<file path="src/rtl/mem_arb_pkg.sv">
// rtl/mem_arb_pkg.sv - shared types and port IDs for the memory arbiter
package mem_arb_pkg;
    typedef enum logic [1:0] {
        IDLE    = 2'd0,
        ACCESS  = 2'd1,
        CAPTURE = 2'd2,
        DONE    = 2'd3
    } state_t;

    localparam logic PORT_IF = 1'b0;
    localparam logic PORT_D  = 1'b1;
endpackage

</file>
<file path="src/rtl/rr_arb2.sv">
// rtl/rr_arb2.sv - two-way round-robin selector; req[0]=fetch, req[1]=data
module rr_arb2
    import mem_arb_pkg::*;
(
    input  logic [1:0] req,
    input  logic       last,
    output logic       grant
);
    always_comb begin
        grant = PORT_IF;
        if (req == 2'b11)
            grant = ~last;
        else if (req[1])
            grant = PORT_D;
    end
endmodule

</file>
<file path="src/rtl/mem_arbiter.sv">
// rtl/mem_arbiter.sv - round-robin arbiter sharing one memory between fetch and data ports
module mem_arbiter
    import mem_arb_pkg::*;
#(
    parameter int AW = 32,
    parameter int DW = 32,
    parameter int CW = 16
) (
    input  logic          clk,
    input  logic          rst,
    input  logic          if_req,
    input  logic [AW-1:0] if_addr,
    output logic          if_ack,
    output logic [DW-1:0] if_rdata,
    input  logic          d_req,
    input  logic          d_we,
    input  logic [AW-1:0] d_addr,
    input  logic [DW-1:0] d_wdata,
    output logic          d_ack,
    output logic [DW-1:0] d_rdata,
    output logic [AW-1:0] mem_address,
    output logic [DW-1:0] mem_data_in,
    output logic          mem_rd,
    output logic          mem_wr,
    input  logic [DW-1:0] mem_data_out,
    output logic          busy,
    output logic [CW-1:0] if_cnt,
    output logic [CW-1:0] d_cnt
);
    state_t        state;
    logic          last_grant;
    logic          grant;
    logic          port_lat;
    logic          we_lat;
    logic [AW-1:0] addr_lat;
    logic [DW-1:0] wdata_lat;
    logic          rd_q, wr_q, if_ack_q, d_ack_q, busy_q;

    rr_arb2 u_rr_arb2 (
        .req   ({d_req, if_req}),
        .last  (last_grant),
        .grant (grant)
    );

    // Gating with rst kills strobes in the very cycle reset is raised.
    assign mem_rd      = rd_q & ~rst;
    assign mem_wr      = wr_q & ~rst;
    assign if_ack      = if_ack_q & ~rst;
    assign d_ack       = d_ack_q & ~rst;
    assign busy        = busy_q & ~rst;
    assign mem_address = addr_lat;
    assign mem_data_in = wdata_lat;

    always_ff @(posedge clk) begin
        if (rst) begin
            state      <= IDLE;
            last_grant <= PORT_D;
            port_lat   <= PORT_IF;
            we_lat     <= 1'b0;
            addr_lat   <= '0;
            wdata_lat  <= '0;
            rd_q       <= 1'b0;
            wr_q       <= 1'b0;
            if_ack_q   <= 1'b0;
            d_ack_q    <= 1'b0;
            busy_q     <= 1'b0;
            if_rdata   <= '0;
            d_rdata    <= '0;
            if_cnt     <= '0;
            d_cnt      <= '0;
        end else begin
            rd_q     <= 1'b0;
            wr_q     <= 1'b0;
            if_ack_q <= 1'b0;
            d_ack_q  <= 1'b0;
            case (state)
                IDLE: begin
                    if (if_req || d_req) begin
                        port_lat   <= grant;
                        last_grant <= grant;
                        busy_q     <= 1'b1;
                        state      <= ACCESS;
                        if (grant == PORT_D) begin
                            we_lat    <= d_we;
                            addr_lat  <= d_addr;
                            wdata_lat <= d_wdata;
                            rd_q      <= ~d_we;
                            wr_q      <= d_we;
                        end else begin
                            we_lat    <= 1'b0;
                            addr_lat  <= if_addr;
                            wdata_lat <= '0;
                            rd_q      <= 1'b1;
                        end
                    end
                end
                ACCESS: begin
                    if (we_lat) begin
                        state <= DONE;
                        if (port_lat == PORT_D) d_ack_q <= 1'b1;
                        else                    if_ack_q <= 1'b1;
                    end else begin
                        state <= CAPTURE;
                    end
                end
                CAPTURE: begin
                    state <= DONE;
                    if (port_lat == PORT_D) begin
                        d_rdata <= mem_data_out;
                        d_ack_q <= 1'b1;
                    end else begin
                        if_rdata <= mem_data_out;
                        if_ack_q <= 1'b1;
                    end
                end
                DONE: begin
                    state  <= IDLE;
                    busy_q <= 1'b0;
                    if (port_lat == PORT_D) begin
                        if (d_cnt != '1) d_cnt <= d_cnt + CW'(1);
                    end else begin
                        if (if_cnt != '1) if_cnt <= if_cnt + CW'(1);
                    end
                end
                default: state <= IDLE;
            endcase
        end
    end
endmodule

</file>
<file path="config.mk">
export PLATFORM = sky130hd
export DESIGN_NAME = mem_arbiter
export DESIGN_NICKNAME = d
export VERILOG_FILES = /design/src/rtl/mem_arb_pkg.sv /design/src/rtl/rr_arb2.sv /design/src/rtl/mem_arbiter.sv
export SDC_FILE = /design/constraint.sdc
export NUM_CORES = 1
export LEC_CHECK = 0
export BUFFER_PORTS_ARGS = -buffer_cell sky130_fd_sc_hd__buf_2
export CAP_MARGIN = 20
export CORE_MARGIN = 2
export CORE_UTILIZATION = 47
export CTS_BUF_LIST = sky130_fd_sc_hd__clkbuf_8 sky130_fd_sc_hd__clkbuf_16
export CTS_CLUSTER_DIAMETER = 100
export CTS_CLUSTER_SIZE = 24
export DETAILED_ROUTE_END_ITERATION = 10
export GPL_ROUTABILITY_DRIVEN = 0
export HOLD_SLACK_MARGIN = 0.1
export PLACE_DENSITY = 0.89
export SYNTH_ARGS = -nofsm -noshare
export SYNTH_HDL_FRONTEND = slang
export SYNTH_SLANG_ARGS = --single-unit
</file>
<file path="constraint.sdc">
create_clock -name clk -period 2.6 [get_ports clk]
set_clock_uncertainty 0.15 [all_clocks]
set_input_delay 0.26 -clock clk [delete_from_list [all_inputs] [get_ports clk]]
set_output_delay 0.26 -clock clk [all_outputs]
set_load 0.1 [all_outputs]
</file>
==> impl_metrics.ini <==
[global_routing]
grt_start_max_net_pins = 92
grt_use_total = 0.299
first_global_vias = 7203
grt_pass1_wl_mm = 35.6
number_of_antenna_violations_at_the_first_check_in_global_routing = 1
globalRouteOverflowTotal = 0

[die]
die-area_um2 = 15300
floorplan.die.height_um = 124
num_rows = 43
floorplan.die.width_um = 124
start_util = 0.483
coreArea_um2 = 13900
number_of_ports_placed_on_the_die_boundary = 298

[sta]
max_freq_ghz = 0.413
tightest_slew_ps = 533
unrepaired_setup_endpoints_after_global_routing = no
time_the_worst_path_needs_with_i_o_delays_and_setup_ps = 2420
final-max-slew-violation-count = 0
final_critical_path_share_of_the_clock_period = 0.931
layout_setup_ws_ps = 181
setup-violations-final = 0
hold_violation_total_from_the_final_report = 0
timing.slew.headroom = 0.647
finalSetupTns_ps = 0
hold-worst-slack_ps = 118

[yosys]
netlist.top_cell.by_area = sky130_fd_sc_hd__dfxtp_1
synth_cell_type_count = 45
asyncSetResetFlopFracSynth = 0
synthesis.yosys.warnings = 0
netlist_area_um2 = 6730
synth-edff-count = 0
synthCells = 775
synthFlopType = sky130_fd_sc_hd__dfxtp_1
post-synth-top-area-fraction = 0.506
avgSynthCellArea_um2 = 8.68
ys_top_cells_by_count = 170 x sky130_fd_sc_hd__dfxtp_1, 143 x sky130_fd_sc_hd__nand2_1, 85 x sky130_fd_sc_hd__a21oi_1
synth_top_cells_by_area = sky130_fd_sc_hd__dfxtp_1 51%, sky130_fd_sc_hd__nand2_1 8.0%, sky130_fd_sc_hd__a21oi_1 6.3%
synth_seq_cells = 170
synth.yosys.seq_area_share = 0.506
synth.net_count = 915
synth_most_common_cell = sky130_fd_sc_hd__dfxtp_1

[cells_and_area]
fin_nets = 1318
final_area_um2 = 10300
drive_gt1_frac = 0.315
area_delta_synth_final_pct = 53.0

[worst_setup_path]
cp_num_buf_inv = 4
worst_setup_path_end_kind = register
critPathMaxFanout = 33
timing.critical_path.required_ps = 2780
timing.critical_path.from_type = primary input
worst_ep_arrival_time_ps = 2600
crit_path_cell_trace = dlygate4sd3_1, buf_2, a21boi_4, buf_6, mux2i_1, dlygate4sd3_1, a211oi_1
critPathMaxStageDelay_ps = 610
cell_type_of_the_slowest_stage_on_the_worst_timing_path = sky130_fd_sc_hd__dlygate4sd3_1
critical-path-top-delay-family = buffers and inverters
worst_path_most_repeated_cell = sky130_fd_sc_hd__dlygate4sd3_1
worst-setup-path-type = in -> reg

[power_and_ir_drop]
power_per_cell_area_nw_per_um2 = 1090
static-leakage-power_nw = 4.53
vdd_drop_max_v = 0.000689

[worst_hold_path]
worstHoldPathType = in -> reg

[clock_tree]
cts_tree = done
htree_num_levels = 4
cts-root-buf = sky130_fd_sc_hd__clkbuf_16
cts-buffers-inserted = 17
clk_pin_slew_ps = 70
clockBufferDepth = 2
clock_sinks = 170
worstSkewPairLatency_ps = 430

[drt]
dr.pass1.iters = 6
drt_first_iter_violations = 649
wl_per_cell_um = 17.2
vias_per_cell = 5.56
drt.antenna.violating_nets = 0
drt_drc_violations_left = 0
wirelength_mm = 23.6
routed-via-count = 7631

[placement]
cell_area_placed_um2 = 8400
port-buffer-count = 297
preCtsSetupSlack_ps = 299
dpl.hpwl_mm = 13.5

[job]
cap_violations = 0

[status]
run_status = complete, no violations
==> layer usage <==
layer	up-vias	GRT usage	wire, µm
met1	3544	0.323	8560
li1	3546	-	-
met4	0	0.184	1300
met2	422	0.525	12000
met3	119	0.0737	1770
met5	-	0	0
==> sequential cells by signal (all words and copies together), names as in the netlist, 2 cells and up <==
name,cells
d_cnt,16
d_rdata,32
if_cnt,16
if_rdata,32
mem_address,32
mem_data_in,32
state,2
==> final timing paths <==
path	start	to	slack [ps]	depth (start not counted)
max	d_req	mem_address[9]	180	7
max reg2reg	state[1]	d_cnt[12]	270	5
min	d_addr[4]	mem_address[4]	120	3
min reg2reg	if_rdata[24]	if_rdata[24]	300	2
==> worst min-delay path, delay by kind of cell <==
family | cells | cell delay [ps]
compound gates | 1 | 230
mux | 1 | 90
buf+inv | 1 | 80
==> cells in the final DEF (no fill, tap or decap), types with 17 or more instances in the layout <==
cell type                       netlist  routed
sky130_fd_sc_hd__a21oi_1             85      85
sky130_fd_sc_hd__nor2_1              82      82
sky130_fd_sc_hd__nand2_1            143     143
sky130_fd_sc_hd__a211oi_1            35      35
sky130_fd_sc_hd__buf_2                4     296
sky130_fd_sc_hd__dlygate4sd3_1        0     129
sky130_fd_sc_hd__a22oi_1             32      32
sky130_fd_sc_hd__mux2i_1             34      34
sky130_fd_sc_hd__dfxtp_1            170     155
sky130_fd_sc_hd__clkbuf_16            0      17
==> per-stage QoR <==
stage | cells | power (mW) | utilization
after floorplan | 775 | 7.37 | -
after global placement | 1210 | 8.19 | 0.602
after detailed placement | 1210 | 8.27 | 0.602
after CTS | 1371 | 11.0 | 0.738
after global routing | 1372 | 11.6 | 0.739
final | 1373 | 11.2 | 0.739
==> where the power goes <==
part / switching [mW] / leakage, nW / internal, mW / total, mW
clock: 1.08 / 0.293 / 1.51 / 2.60
combinational: 4.23 / 2.85 / 1.05 / 5.28
sequential: 0.258 / 1.39 / 3.04 / 3.30
total: 5.57 / 4.53 / 5.60 / 11.2
==> logic make-up after synthesis <==
family          after synthesis  share of synthesized area
simple gates                302                      0.202
compound gates              188                      0.178
fa+ha+maj                     7                     0.0130
mux                          41                     0.0623
flops                       170                      0.506
buf+inv                      67                     0.0392
==> cell type report <==
type                    instances  area, µm²
fillers                       917       3640
multi-input cells             538       3090
repair buffers                440       2910
well taps                     180        225
inverters                      11       41.3
flip-flops and latches        170       3420
clock inverters                15        174
clock buffers                  17        425
diodes                          2       5.00
==> what timing repair did <==
item	in CTS	in global routing
hold buffers	129	0
setup buffers	0	0
endpoints found under the setup margin	0	1
hold endpoints to repair	131	0
gates resized for setup	0	1
(Power assumes the default switching activity.)
